`src/rtl/serial_adder_pkg.sv`:
```
// Shared types and defaults for the bit-serial adder.
package serial_adder_pkg;

   localparam int DEFAULT_WIDTH = 8;

   typedef enum logic [1:0] {
      IDLE = 2'd0,
      RUN  = 2'd1,
      DONE = 2'd2
   } AdderState;

endpackage

```
`src/rtl/serial_adder_full_adder.sv`:
```
// One-bit full adder cell reused by the serial adder datapath.
module FullAdder (
   input  logic A,
   input  logic B,
   input  logic Cin,
   output logic Sum,
   output logic Carry
);

   assign Sum   = A ^ B ^ Cin;
   assign Carry = (A & B) | (Cin & (A ^ B));

endmodule

```
`src/rtl/serial_adder.sv`:
```
// Bit-serial WIDTH-bit adder: one operand bit per clock, LSB first, through a
// single full adder whose carry is held in a flip-flop between bits.
module serial_adder
   import serial_adder_pkg::*;
#(
   parameter int WIDTH = DEFAULT_WIDTH
) (
   input  logic             clk,
   input  logic             rst,
   input  logic             Start,
   input  logic [WIDTH-1:0] A,
   input  logic [WIDTH-1:0] B,
   input  logic             Cin,
   output logic             Busy,
   output logic             Done,
   output logic [WIDTH-1:0] Sum,
   output logic             Cout
);

   localparam int CW = $clog2(WIDTH) + 1;
   localparam logic [CW-1:0] LAST_BIT = CW'(WIDTH - 1);

   AdderState        r_state;
   AdderState        w_nextState;
   logic [WIDTH-1:0] r_aSr;
   logic [WIDTH-1:0] r_bSr;
   logic [WIDTH-2:0] r_partial;
   logic             r_carry;
   logic [CW-1:0]    r_count;
   logic [WIDTH-1:0] w_shifted;
   logic             w_faSum;
   logic             w_faCarry;
   logic             w_load;
   logic             w_shift;
   logic             w_lastBit;

   FullAdder u_fullAdder (
      .A     (r_aSr[0]),
      .B     (r_bSr[0]),
      .Cin   (r_carry),
      .Sum   (w_faSum),
      .Carry (w_faCarry)
   );

   assign w_lastBit = (r_count == LAST_BIT);
   // The newest sum bit enters at the MSB; after the last bit this is the full result.
   assign w_shifted = {w_faSum, r_partial};
   assign Busy      = (r_state == RUN);
   assign Done      = (r_state == DONE);

   always_ff @(posedge clk or posedge rst) begin
      if (rst) begin
         r_state <= IDLE;
      end else begin
         r_state <= w_nextState;
      end
   end

   always_comb begin
      w_nextState = r_state;
      w_load      = 1'b0;
      w_shift     = 1'b0;
      case (r_state)
         IDLE: begin
            if (Start) begin
               w_load      = 1'b1;
               w_nextState = RUN;
            end
         end
         RUN: begin
            w_shift = 1'b1;
            if (w_lastBit) begin
               w_nextState = DONE;
            end
         end
         DONE: begin
            if (Start) begin
               w_load      = 1'b1;
               w_nextState = RUN;
            end else begin
               w_nextState = IDLE;
            end
         end
         default: w_nextState = IDLE;
      endcase
   end

   // Sum/Cout only update on the completion edge so they hold the last result otherwise.
   always_ff @(posedge clk or posedge rst) begin
      if (rst) begin
         r_aSr     <= '0;
         r_bSr     <= '0;
         r_partial <= '0;
         r_carry   <= 1'b0;
         r_count   <= '0;
         Sum       <= '0;
         Cout      <= 1'b0;
      end else if (w_load) begin
         r_aSr   <= A;
         r_bSr   <= B;
         r_carry <= Cin;
         r_count <= '0;
      end else if (w_shift) begin
         r_aSr     <= r_aSr >> 1;
         r_bSr     <= r_bSr >> 1;
         r_partial <= w_shifted[WIDTH-1:1];
         r_carry   <= w_faCarry;
         r_count   <= r_count + CW'(1);
         if (w_lastBit) begin
            Sum  <= w_shifted;
            Cout <= w_faCarry;
         end
      end
   end

endmodule
```
`config.mk`:
```
export PLATFORM = sky130hd
export DESIGN_NAME = serial_adder
export DESIGN_NICKNAME = d
export VERILOG_FILES = /design/src/rtl/serial_adder_pkg.sv /design/src/rtl/serial_adder_full_adder.sv /design/src/rtl/serial_adder.sv
export SDC_FILE = /design/constraint.sdc
export NUM_CORES = 1
export LEC_CHECK = 0
export CAP_MARGIN = 30
export CELL_PAD_IN_SITES_DETAIL_PLACEMENT = 2
export CELL_PAD_IN_SITES_GLOBAL_PLACEMENT = 2
export CORE_ASPECT_RATIO = 0.6
export CORE_MARGIN = 5
export CORE_UTILIZATION = 30
export DETAILED_ROUTE_END_ITERATION = 6
export PLACE_DENSITY_LB_ADDON = 0.12
export SETUP_SLACK_MARGIN = 0.02
export SLEW_MARGIN = 10
export SYNTH_ARGS = -nofsm -noshare
export SYNTH_HDL_FRONTEND = slang
export SYNTH_SLANG_ARGS = --single-unit
export TNS_END_PERCENT = 100
```
`constraint.sdc`:
```
create_clock -name clk -period 2.2 [get_ports clk]
set_input_delay 0.33 -clock clk [delete_from_list [all_inputs] [get_ports clk]]
set_output_delay 0.33 -clock clk [all_outputs]
set_load 0.01 [all_outputs]
```
* Word level (Yosys, flattened, before mapping)
Index checks and enable logic that the tools add are counted.
** Word-level totals
- Register bits after elaboration :: 39
- Input port bits :: 20
- Output and inout port bits :: 11
- Word-level logic and storage cells :: 41
** Cells by class
- Add/subtract/negate cells :: 1
- Equality and inequality tests :: 5
- Multiplexer cells :: 15
- Bitwise operators :: 6
- Reduce and logical (&&, ||, !) cells :: 6
** Operators with widths (count)
- $mux W8 :: 4
- $mux W4 :: 2
- $mux W1 :: 6
- $pmux W2 S3 :: 1
- $add A4 B1 Y4 const B :: 1
- $eq A4 B3 Y1 const B :: 1
- $mux W2 :: 2
- $reduce_and A2 Y1 :: 2
- $reduce_and A3 Y1 :: 1
- $and A1 B1 Y1 :: 2
- $eq A2 B1 Y1 const B :: 1
- $eq A2 B2 Y1 const B :: 1
- $logic_not A2 Y1 :: 1
- $ne A2 B1 Y1 const B :: 1
- $ne A2 B2 Y1 const B :: 1
- $reduce_bool A2 Y1 :: 1
- $reduce_or A2 Y1 :: 1
- $xor A1 B1 Y1 :: 2
- $not A1 Y1 :: 1
- $or A1 B1 Y1 :: 1

* Depth between registers and ports, before layout
- Depth in word-level cells :: 5
- Gate-level depth with buffers :: 6
- Depth with buffers taken out :: 4

* Modules after synthesis
From an unflattened synthesis, not the netlist that was laid out.
** Second synthesis, totals
- Cell total of the unflattened synthesis :: 159
- Area total of the unflattened synthesis :: 1644.1 um2
** Modules (own cells, without submodules)
- serial_adder :: instances 1, cells an instance 158, area an instance 1624.1 um2, sequential area each 975.9 um2
- FullAdder :: instances 1, cells an instance 1, area an instance 20.0 um2, sequential area each 0.0 um2

* Worst setup path before layout
No wires, ideal clock.
- Path kind :: reg2reg
- Start point :: register r_state[1]
- End point :: register Cout
- Setup time :: 0.125 ns
- Arrival :: 1.337 ns
- Required time :: 2.075 ns
- Slack :: 0.739 ns
- Cell stages (with the launch flop) :: 5
- Buffers on the path :: 1
- Period minus slack after synthesis :: 1.461 ns
- Path through :: dfrtp_1 -> nand2b_1 -> buf_6 -> nor3_4 -> mux2_2
** Between the ends
- Longest elaborated chain between the ends :: 5
- Elaborated cells on any way between the ends :: 8
- Classes of those cells :: 2 x eq/ne; 2 x mux; 1 x bitwise; 3 x reduce/logical
** RTL lines
- start: declaration :: line serial_adder.sv:23 : AdderState r_state;
- start signal: assignment :: line serial_adder.sv:55 : r_state <= w_nextState;
- $eq A2 B2 Y1 or $logic_not A2 Y1 (tied branches) :: line serial_adder.sv:63 : case (r_state)
- $reduce_or A2 Y1 (no source line)
- $mux W1
- $not A1 Y1 (no source line)
- $reduce_and A3 Y1 (no source line) *
- end signal: assignment :: line serial_adder.sv:111 : Cout <= w_faCarry;
- end: declaration :: line serial_adder.sv:17 : output logic Cout
Every way passes the cells marked *; elsewhere a longest branch is shown, timed or not.
A chain may end at the register's enable or synchronous reset.

* Final worst setup path
- Start point :: register r_state[1]
- End point :: output port Busy
** Between the ends
- Longest elaborated chain between the ends :: 1
** RTL lines
- $eq A2 B1 Y1 :: line serial_adder.sv:48 : assign Busy = (r_state == RUN);
- end: declaration :: line serial_adder.sv:14 : output logic Busy,
No other way between the ends.

==> results by group <==
CTS
  • Htree depth: 2
  • Clock buffer depth: 2
  • CTS Buf Count: 5
  • Sink Count: 39
  • CTS tree: done
  • # resized after CTS: 0
  • Root Driver: clkbuf_8
  • Worst-Skew Late Latency: 0.29 ns
  • CTS Hold Bufs: 0
  • Post-CTS setup buffers: 0
  • Clock slew at reported path FFs: 0.08 ns

Timing
  • Slew Limit Fails: 0
  • Final hold slack: 0.4666 ns
  • Max transition margin: 0.6618
  • Hold Vio Cnt, Final: 0
  • Worst Tran Pin Value: roughly 0.51 ns
  • F_max: 0.5138 GHz
  • Final setup fails: 0
  • Final Skew: 0.004559 ns
  • RSZ-0062 raised after global routing: false
  • Setup TNS: 0 ns
  • Final period utilization: 0.8847
  • Min Clock Period, post-route: 1.946 ns
  • Setup ws final: between 0.2 and 0.3 ns

Route
  • Remaining routing DRC violations: 0
  • Initial DRT Pass Iterations: 4
  • Routed wire length: 4.091 mm
  • Iter 0 DRT Violations: 26
  • Routed vias: 1229
  • ANT nets after route: 0
  • Via/cell ratio: about 4.8
  • Wire per inst: roughly 16 µm

GRT
  • First-pass GRT wire length: 7.051 mm
  • Initial antenna violation count: 0
  • Top Usage Layer GRT: met2
  • M1 GR Usage: 0.1773
  • Largest net degree at the start of global routing: 40
  • Vias in the first global route: 1380
  • Grt ovf: 0
  • M3 GR Usage: 0.04011
  • Tot GR Track Use: 0.1310
  • Routing usage on met2: 0.1968

Yosys
  • Ys flop type: dfrtp_1
  • Number of distinct library cells after synthesis: 24
  • Post-Syn Instances: 158
  • FF+latch count, synth: 39
  • Async set-or-reset flop fraction in the synthesized netlist: 1.000
  • Yosys Warn Count: 0
  • Number of synthesized flops with an enable pin: 0
  • Synthesized cell area: approximately 0.0016 mm²
  • Sequential area share after synthesis: 0.5963
  • Syn Nets: 180
  • Synthesized area per cell: 10.36 µm²

Placement
  • Placed cell count: between 200 and 250
  • Port Buf Inserts: 30
  • Pre-CTS WS: 0.4009 ns
  • Hpwl dp: 2.795 mm
  • Routability Congestion: 0.6616

Die
  • Core Area: 0.005180 mm²
  • Die height: 67.21 µm
  • Ports: 31
  • Chip width: 105.4 µm
  • Die area: 0.007081 mm²
  • Row cnt: 20
  • Initial Util: 0.3159

Power and ir drop
  • Power per Cell Area: 1371 mW/mm²
  • Maximum VDD drop: approximately 0.40 mV
  • Leak pwr: around 0.96 nW

Cells and area
  • Fin nets: 212
  • Share of post-route cells with drive strength above 1: 0.1152
  • # diodes: 0
  • Synthesis-to-finish area growth: 27.60%
  • Final cell count without fillers: between 200 and 300

Critical path
  • Max incr delay on CP: between 0.5 and 0.6 ns
  • Crit path required time: 1.87 ns
  • CP endpoint kind: output port
  • Crit path kind: reg -> out
  • Crit-path max FO: 11
  • Crit path cell chain: nand2b_2, inv_2, clkdlybuf4s50_1
  • CP startpoint kind: register
  • R2R Setup Slk: about 0.53 ns
  • Critical Path AT: between 1.5 and 2 ns
  • Slowest-stage cell, CP: clkdlybuf4s50_1

Hold path
  • Min-delay worst type: in -> async

Status
  • Status: complete, no violations

Run
  • Max cap viols: 0
Yosys cell counts (2+ instances only):
| cell | number | area [µm²] |
|---|---|---|
| a22oi_1 | 6 | 45.04 |
| nor2_1 | 11 | 41.29 |
| and2b_1 | 2 | 15.01 |
| clkbuf_1 | 5 | 18.77 |
| mux2_2 | 9 | 101.4 |
| buf_2 | 3 | 15.01 |
| dfrtp_1 | 39 | 975.9 |
| nand2b_1 | 2 | 12.51 |
| nand2_1 | 50 | 187.7 |
| a22o_1 | 2 | 17.52 |
| nand3_1 | 7 | 35.03 |
| a31oi_1 | 9 | 56.30 |
| o21ai_0 | 2 | 10.01 |
where the power goes:
part / internal, mW / leakage, nW / switching, mW
Clock: 0.223 / 0.0422 / 0.250
Sequential: 1.04 / 0.490 / 0.221
Combinational: 0.526 / 0.428 / 0.600
Total: 1.79 / 0.961 / 1.07
kinds of logic (layout without fill, tap and decap cells):
| family | count (synthesis) | after routing | share of synthesized area |
|---|---|---|---|
| AOI/OAI and AO/OA | 20 | 20 | 0.08180 |
| xor gates and xnor gates | 1 | 1 | 0.005353 |
| adders and majority gates | 2 | 2 | 0.01988 |
| buffers and inverters | 11 | 44 | 0.03210 |
| DFF | 39 | 39 | 0.5963 |
| muxes | 10 | 10 | 0.06804 |
| and+or+nand+nor | 75 | 75 | 0.1965 |
state kept, by name (all words and copies together) (netlist names):
register / cells
Cout: 1
r_count: 4
Sum: 8
r_partial: 7
r_state: 2
r_aSr: 8
r_bSr: 8
r_carry: 1
final timing paths:
| path | start | to | depth (start not counted) |
|---|---|---|---|
| max reg2reg | r_state[1] | Sum[1] | 3 |
| min | rst | Sum[4] | 3 |
| max | r_state[1] | Busy | 3 |
| min reg2reg | r_aSr[2] | r_aSr[1] | 2 |
| min in group clk | r_aSr[2] | r_aSr[1] | 2 |
| max in group asynchronous | rst | r_state[0] | 3 |
cells in the final DEF (no fill, tap or decap):
master and instances:
a21oi_1 1, a22o_1 2, a22oi_1 6, a31oi_1 9
and2b_1 2, buf_4 4, clkbuf_1 2, clkbuf_8 5
clkdlybuf4s50_1 30, clkinv_2 1, dfrtp_1 39, fa_1 1
ha_1 1, inv_1 1, inv_2 1, mux2_2 9
mux2i_1 1, nand2_1 50, nand2b_1 1, nand2b_2 1
nand3_1 7, nand3b_1 1, nand4_1 1, nor2_1 11
nor3_4 1, o21ai_0 2, xor2_1 1
per-layer routing:
metal | up-vias | wire length, µm
met2 | 21 | 1796
met4 | 0 | 66
li1 | 592 | -
met1 | 610 | 2067
met5 | - | 0
met3 | 6 | 162
area by class of cell:
cell class	instances	area [µm²]
Inverter	2	7.507
Multi-Input combinational cell	108	610.6
Clock buffer	7	76.32
Clock inverter	1	5.005
Timing Repair Buffer	34	330.3
Fill cell	552	3092
Sequential cell	39	975.9
Tap cell	66	82.58
worst max-delay path, delay by kind of cell, from the launching register on:
| kind | cells | cell delay (ns) |
|---|---|---|
| flops | 1 | 0.38 |
| simple gates | 1 | 0.30 |
| buf+inv | 2 | 0.65 |
stage by stage:
step	cell area, µm²	util	power, mW
after floorplan	1637	-	1.957
after global placement	2004	0.3870	2.356
after detailed placement	2004	0.3870	2.431
after CTS	2086	0.4027	2.930
after global routing	2088	0.4031	3.114
final	2088	0.4031	2.864
No activity file was read; power rests on OpenSTA's default activity.
